==> config.mk <==
export PLATFORM = sky130hd
export DESIGN_NAME = mem_arbiter
export DESIGN_NICKNAME = d
export VERILOG_FILES = /design/src/rtl/mem_arbiter.sv
export SDC_FILE = /design/constraint.sdc
export NUM_CORES = 1
export LEC_CHECK = 0
export CORE_ASPECT_RATIO = 0.8
export CORE_MARGIN = 8
export CORE_UTILIZATION = 30
export CTS_CLUSTER_DIAMETER = 200
export CTS_CLUSTER_SIZE = 30
export DETAILED_ROUTE_END_ITERATION = 6
export DONT_BUFFER_PORTS = 1
export GPL_TIMING_DRIVEN = 0
export PLACE_DENSITY_LB_ADDON = 0.08
export REMOVE_ABC_BUFFERS = 1
export SETUP_SLACK_MARGIN = 0.4
export SLEW_MARGIN = 20
export SYNTH_ARGS = -nofsm -noshare
export SYNTH_HDL_FRONTEND = slang
export SYNTH_SLANG_ARGS = --single-unit
==> constraint.sdc <==
create_clock -name clk -period 2 [get_ports clk]
set_input_delay 0.4 -clock clk [delete_from_list [all_inputs] [get_ports clk]]
set_output_delay 0.4 -clock clk [all_outputs]
set_load 0.02 [all_outputs]
==> src/rtl/mem_arbiter.sv <==
// Two-port RAM arbiter: CPU (port 0) and program loader (port 1) share one RAM
// through an IDLE -> ACC -> DONE sequencer with round-robin and loader lock.
module mem_arbiter #(
   parameter int unsigned AW = 5,
   parameter int unsigned DW = 8
) (
   input  logic          clk,
   input  logic          rst_n,
   input  logic          cpu_req,
   input  logic          cpu_we,
   input  logic [AW-1:0] cpu_addr,
   input  logic [DW-1:0] cpu_wdata,
   output logic          cpu_ack,
   output logic          cpu_wait,
   input  logic          ld_req,
   input  logic          ld_we,
   input  logic [AW-1:0] ld_addr,
   input  logic [DW-1:0] ld_wdata,
   input  logic          ld_lock,
   output logic          ld_ack,
   output logic [DW-1:0] rdata,
   output logic [AW-1:0] mem_addr,
   output logic [DW-1:0] mem_wdata,
   output logic          mem_we,
   input  logic [DW-1:0] mem_rdata,
   output logic          busy,
   output logic [1:0]    state
);

   typedef enum logic [1:0] {
      IDLE = 2'b00,
      ACC  = 2'b01,
      DONE = 2'b10
   } state_e;

   state_e        state_q, state_d;
   logic          sel_q, sel_d;
   logic          last_q, last_d;
   logic [AW-1:0] addr_hold_q, addr_hold_d;
   logic [DW-1:0] wdata_hold_q, wdata_hold_d;
   logic [DW-1:0] rdata_q, rdata_d;

   logic          grant_ld;
   logic          sel_we;
   logic [AW-1:0] sel_addr;
   logic [DW-1:0] sel_wdata;

   // Loader wins if alone, if the CPU went last, or if it holds the lock.
   assign grant_ld = ld_req & (~cpu_req | ~last_q | ld_lock);

   assign sel_we    = sel_q ? ld_we    : cpu_we;
   assign sel_addr  = sel_q ? ld_addr  : cpu_addr;
   assign sel_wdata = sel_q ? ld_wdata : cpu_wdata;

   always_comb begin
      state_d      = state_q;
      sel_d        = sel_q;
      last_d       = last_q;
      addr_hold_d  = addr_hold_q;
      wdata_hold_d = wdata_hold_q;
      rdata_d      = rdata_q;
      cpu_ack      = 1'b0;
      ld_ack       = 1'b0;
      mem_we       = 1'b0;
      mem_addr     = addr_hold_q;
      mem_wdata    = wdata_hold_q;
      case (state_q)
         IDLE: begin
            if (cpu_req || ld_req) begin
               sel_d   = grant_ld;
               state_d = ACC;
            end
         end
         ACC: begin
            mem_addr     = sel_addr;
            mem_wdata    = sel_wdata;
            mem_we       = sel_we;
            addr_hold_d  = sel_addr;
            wdata_hold_d = sel_wdata;
            rdata_d      = mem_rdata;
            state_d      = DONE;
         end
         DONE: begin
            cpu_ack = ~sel_q;
            ld_ack  = sel_q;
            last_d  = sel_q;
            state_d = IDLE;
         end
         default: state_d = IDLE;
      endcase
   end

   always_ff @(posedge clk or negedge rst_n) begin
      if (!rst_n) begin
         state_q      <= IDLE;
         sel_q        <= 1'b0;
         last_q       <= 1'b1;
         addr_hold_q  <= '0;
         wdata_hold_q <= '0;
         rdata_q      <= '0;
      end else begin
         state_q      <= state_d;
         sel_q        <= sel_d;
         last_q       <= last_d;
         addr_hold_q  <= addr_hold_d;
         wdata_hold_q <= wdata_hold_d;
         rdata_q      <= rdata_d;
      end
   end

   assign rdata    = rdata_q;
   assign busy     = (state_q != IDLE);
   assign state    = state_q;
   assign cpu_wait = cpu_req & ~cpu_ack;

endmodule

==> results.md <==
- Critical Path AT: 1.54 ns
- CTS clk-pin slew, worst paths: 0.09 ns
- Synth-to-Final Area Change: 19.2%
- Pleak: 0.639 nW
- Synth Cell Area: 1220 µm²
- Finished Core Util: 37.8%
- CTS Buf Count: 3
- Pwr Density: 1970 nW/µm²
- Initial antenna violation count: 0
- Setup_tns: 0 ns
- Pins Over Slew Limit: 0
- N_diodes: 0
- Initial drt markers: 29
- Die X-Extent: 87.3 µm
- H-Tree Depth: 1
- RSZ-0062 raised after global routing: yes
- Vias/cell: 4.76
- Starting density of the core: 31.7%
- CP max stage delay: 0.51 ns
- Root Buffer: clkbuf_8
- CP max-delay cell: dfrtp_4
- Register area: 633 µm²
- Reg-to-Reg Start: state[0]
- Worst-path cell chain: buf_12 -> mux2_4 -> mux2_4
- Residual DRC: 0
- Fin crit share: 96.8%
- Multi-input logic area: 586 µm²
- Worst setup path class: register to primary output
- Synth Instances: 79
- Worst Setup Start Kind: register
- Yosys warnings: 0
- Share of cells above drive strength 1: 61.4%
- CP dominant cell by count: mux2_4
- Core Rows: 20
- Status: finished clean
- Crit path max fanout: 9
- Max clock buf depth: 2
- Vias in the first global route: 790
- Drt pass-1 iters: 3
- R2r endpoint: rdata[2]
- DP Wirelength: 1920 µm
- Worst hold path type: input pin to register
- WL/cell: 20.7 µm
- Die Ht: 73.1 µm
- Critical Path End Type: primary output
- Worst path required time: 1.60 ns
- TritonCTS Sinks: 25
- Die area: 6380 µm²
- Gr usage total: 9.39%
- #FFs+latches synth: 25
- Clock insertion delay at the later pin of the skew report: 0.27 ns
- Worst Skew: 0.00259 ns
- CP startpoint: sel_q
- Fin area: 1460 µm²
- Global placement routability congestion: 0.633
- Peak supply drop: 0.000838 V
- Worst R2R Setup Slack: 0.56 ns
- Core area: 3850 µm²
- Setup Viol. Count Final: 0
- MaxCap Viol Count: 0
- First-pass GRT wire length: 4490 µm
- GRT overflow: 0
- Post-synth cell types: 18
- Post-synthesis sequential area ratio: 51.3%
- Syn Area/Cell: 15.5 µm²
- Slew @ Worst Pin: 0.429 ns
- Fmax: 516 MHz
- Final Hold Viols: 0
- Fin nets: 130
- Overall Power: 2.87 mW
- Fillers: 385
- I/O Buffers: 0
- CP Capture Point: mem_wdata[3]
- IO Pins: 69
- Worst slew margin: 71.3%
- Antenna viol nets, final: 0
- Vias: 680
- Largest net degree at the start of global routing: 26
- CTS tree: done
- Minimum clock period: 1.94 ns
- Placed cell areas: 1230 µm²
- Routed WL: 2960 µm
- Worst Reg-to-Reg Cells: 3
-- layer usage --
metal  track usage (%)  wire (µm)  vias up
li1                  -          -      300
met1              11.0       1140      336
met2              14.0       1380       42
met3              6.52        439        2
met4              1.14          9        0
met5                 0          0        -
-- critical path, delay by kind of cell (launching register included) --
family,cells,cell delay [ns]
mux,2,0.61
buf+inv,1,0.16
flops,1,0.51
-- metrics by stage --
stage                     setup WS, ns  hold slack, ns  std cells
after floorplan                 -0.617           0.104         74
after global placement           -1.25           0.105        129
after detailed placement        -0.174           0.105        129
after CTS                       0.0511           0.260        142
after global routing        -0.0000825           0.250        143
final                           0.0638           0.271        143
-- Yosys cell counts --
library cell  instances  share of area, %
buf_12                1               1.6
mux2_2               20                18
nor3b_1               1              0.61
a21o_1                1              0.61
nor2b_1               3               1.5
dfrtp_1              24                49
or3b_2                1              0.72
a32o_1                1              0.82
nand2b_1              1              0.51
nand3b_1              1              0.61
inv_1                 1              0.31
nor2_1                3              0.92
mux2_4               12                15
buf_6                 4               3.7
dfstp_2               1               2.2
and3b_2               1              0.82
mux2_1                2               1.8
mux2i_1               1              0.82
-- cell type report --
class / instances / area share (%)
Multi-Input combinational cell: 49 / 40.2
Inverter: 1 / 0.258
Clock buffer: 3 / 2.84
Sequential cell: 25 / 43.5
Clock inverter: 1 / 0.516
Timing Repair Buffer: 9 / 7.91
Tap cell: 55 / 4.73
-- cell usage in the layout (no fill, tap or decap) --
cell and n:
mux2_4 19, buf_8 1, mux2_1 2, dlygate4sd3_1 1
nor3b_2 1, buf_4 4, mux2i_1 1, buf_12 3
inv_1 1, or3b_2 1, mux2_2 13, a32o_1 1
nor2b_1 1, and3b_2 1, dfrtp_2 2, dfrtp_4 1
dfstp_2 1, clkbuf_8 3, a21o_1 1, nand3b_1 1
nand2b_1 1, nor2_1 3, clkinvlp_4 1, dfrtp_1 21
nor2b_4 3
-- worst min path at each step --
stage	startpoint	to	slack, ns	depth (start not counted)
after floorplan	rst_n	addr_hold_q[0]	0.10	0
after global placement	rst_n	addr_hold_q[0]	0.11	0
after detailed placement	rst_n	addr_hold_q[0]	0.11	0
after CTS	mem_rdata[3]	rdata[3]	0.26	1
after global routing	mem_rdata[3]	rdata[3]	0.25	1
final	mem_rdata[3]	rdata[3]	0.27	1
-- state kept, by name (all words and copies together) (netlist names) --
name	count
addr_hold_q	5
state	2
rdata	8
last_q	1
wdata_hold_q	8
sel_q	1
-- report_power, final --
part / internal [mW] / total [mW] / switching [mW] / leakage [nW]
Clock: 0.141 / 0.302 / 0.161 / 0.0217
Combinational: 0.759 / 1.50 / 0.737 / 0.328
Sequential: 0.783 / 1.07 / 0.290 / 0.289
-- cell families after synthesis --
| family | synth area share (%) |
|---|---|
| buffers and inverters | 5.63 |
| AOI/OAI and AO/OA | 1.43 |
| DFF | 51.3 |
| and+or+nand+nor | 5.74 |
| muxes | 35.9 |
-- what timing repair did --
| action | CTS | global route |
|---|---|---|
| hold buffers | 2 | 0 |
| buffers inserted | 6 | 1 |
| resized for setup | 16 | 1 |
| setup endpoints to repair | 38 | 18 |
| endpoints found under the hold margin | 25 | 0 |
| cloned | 1 | 0 |
Power figures use the tool's default switching activity.
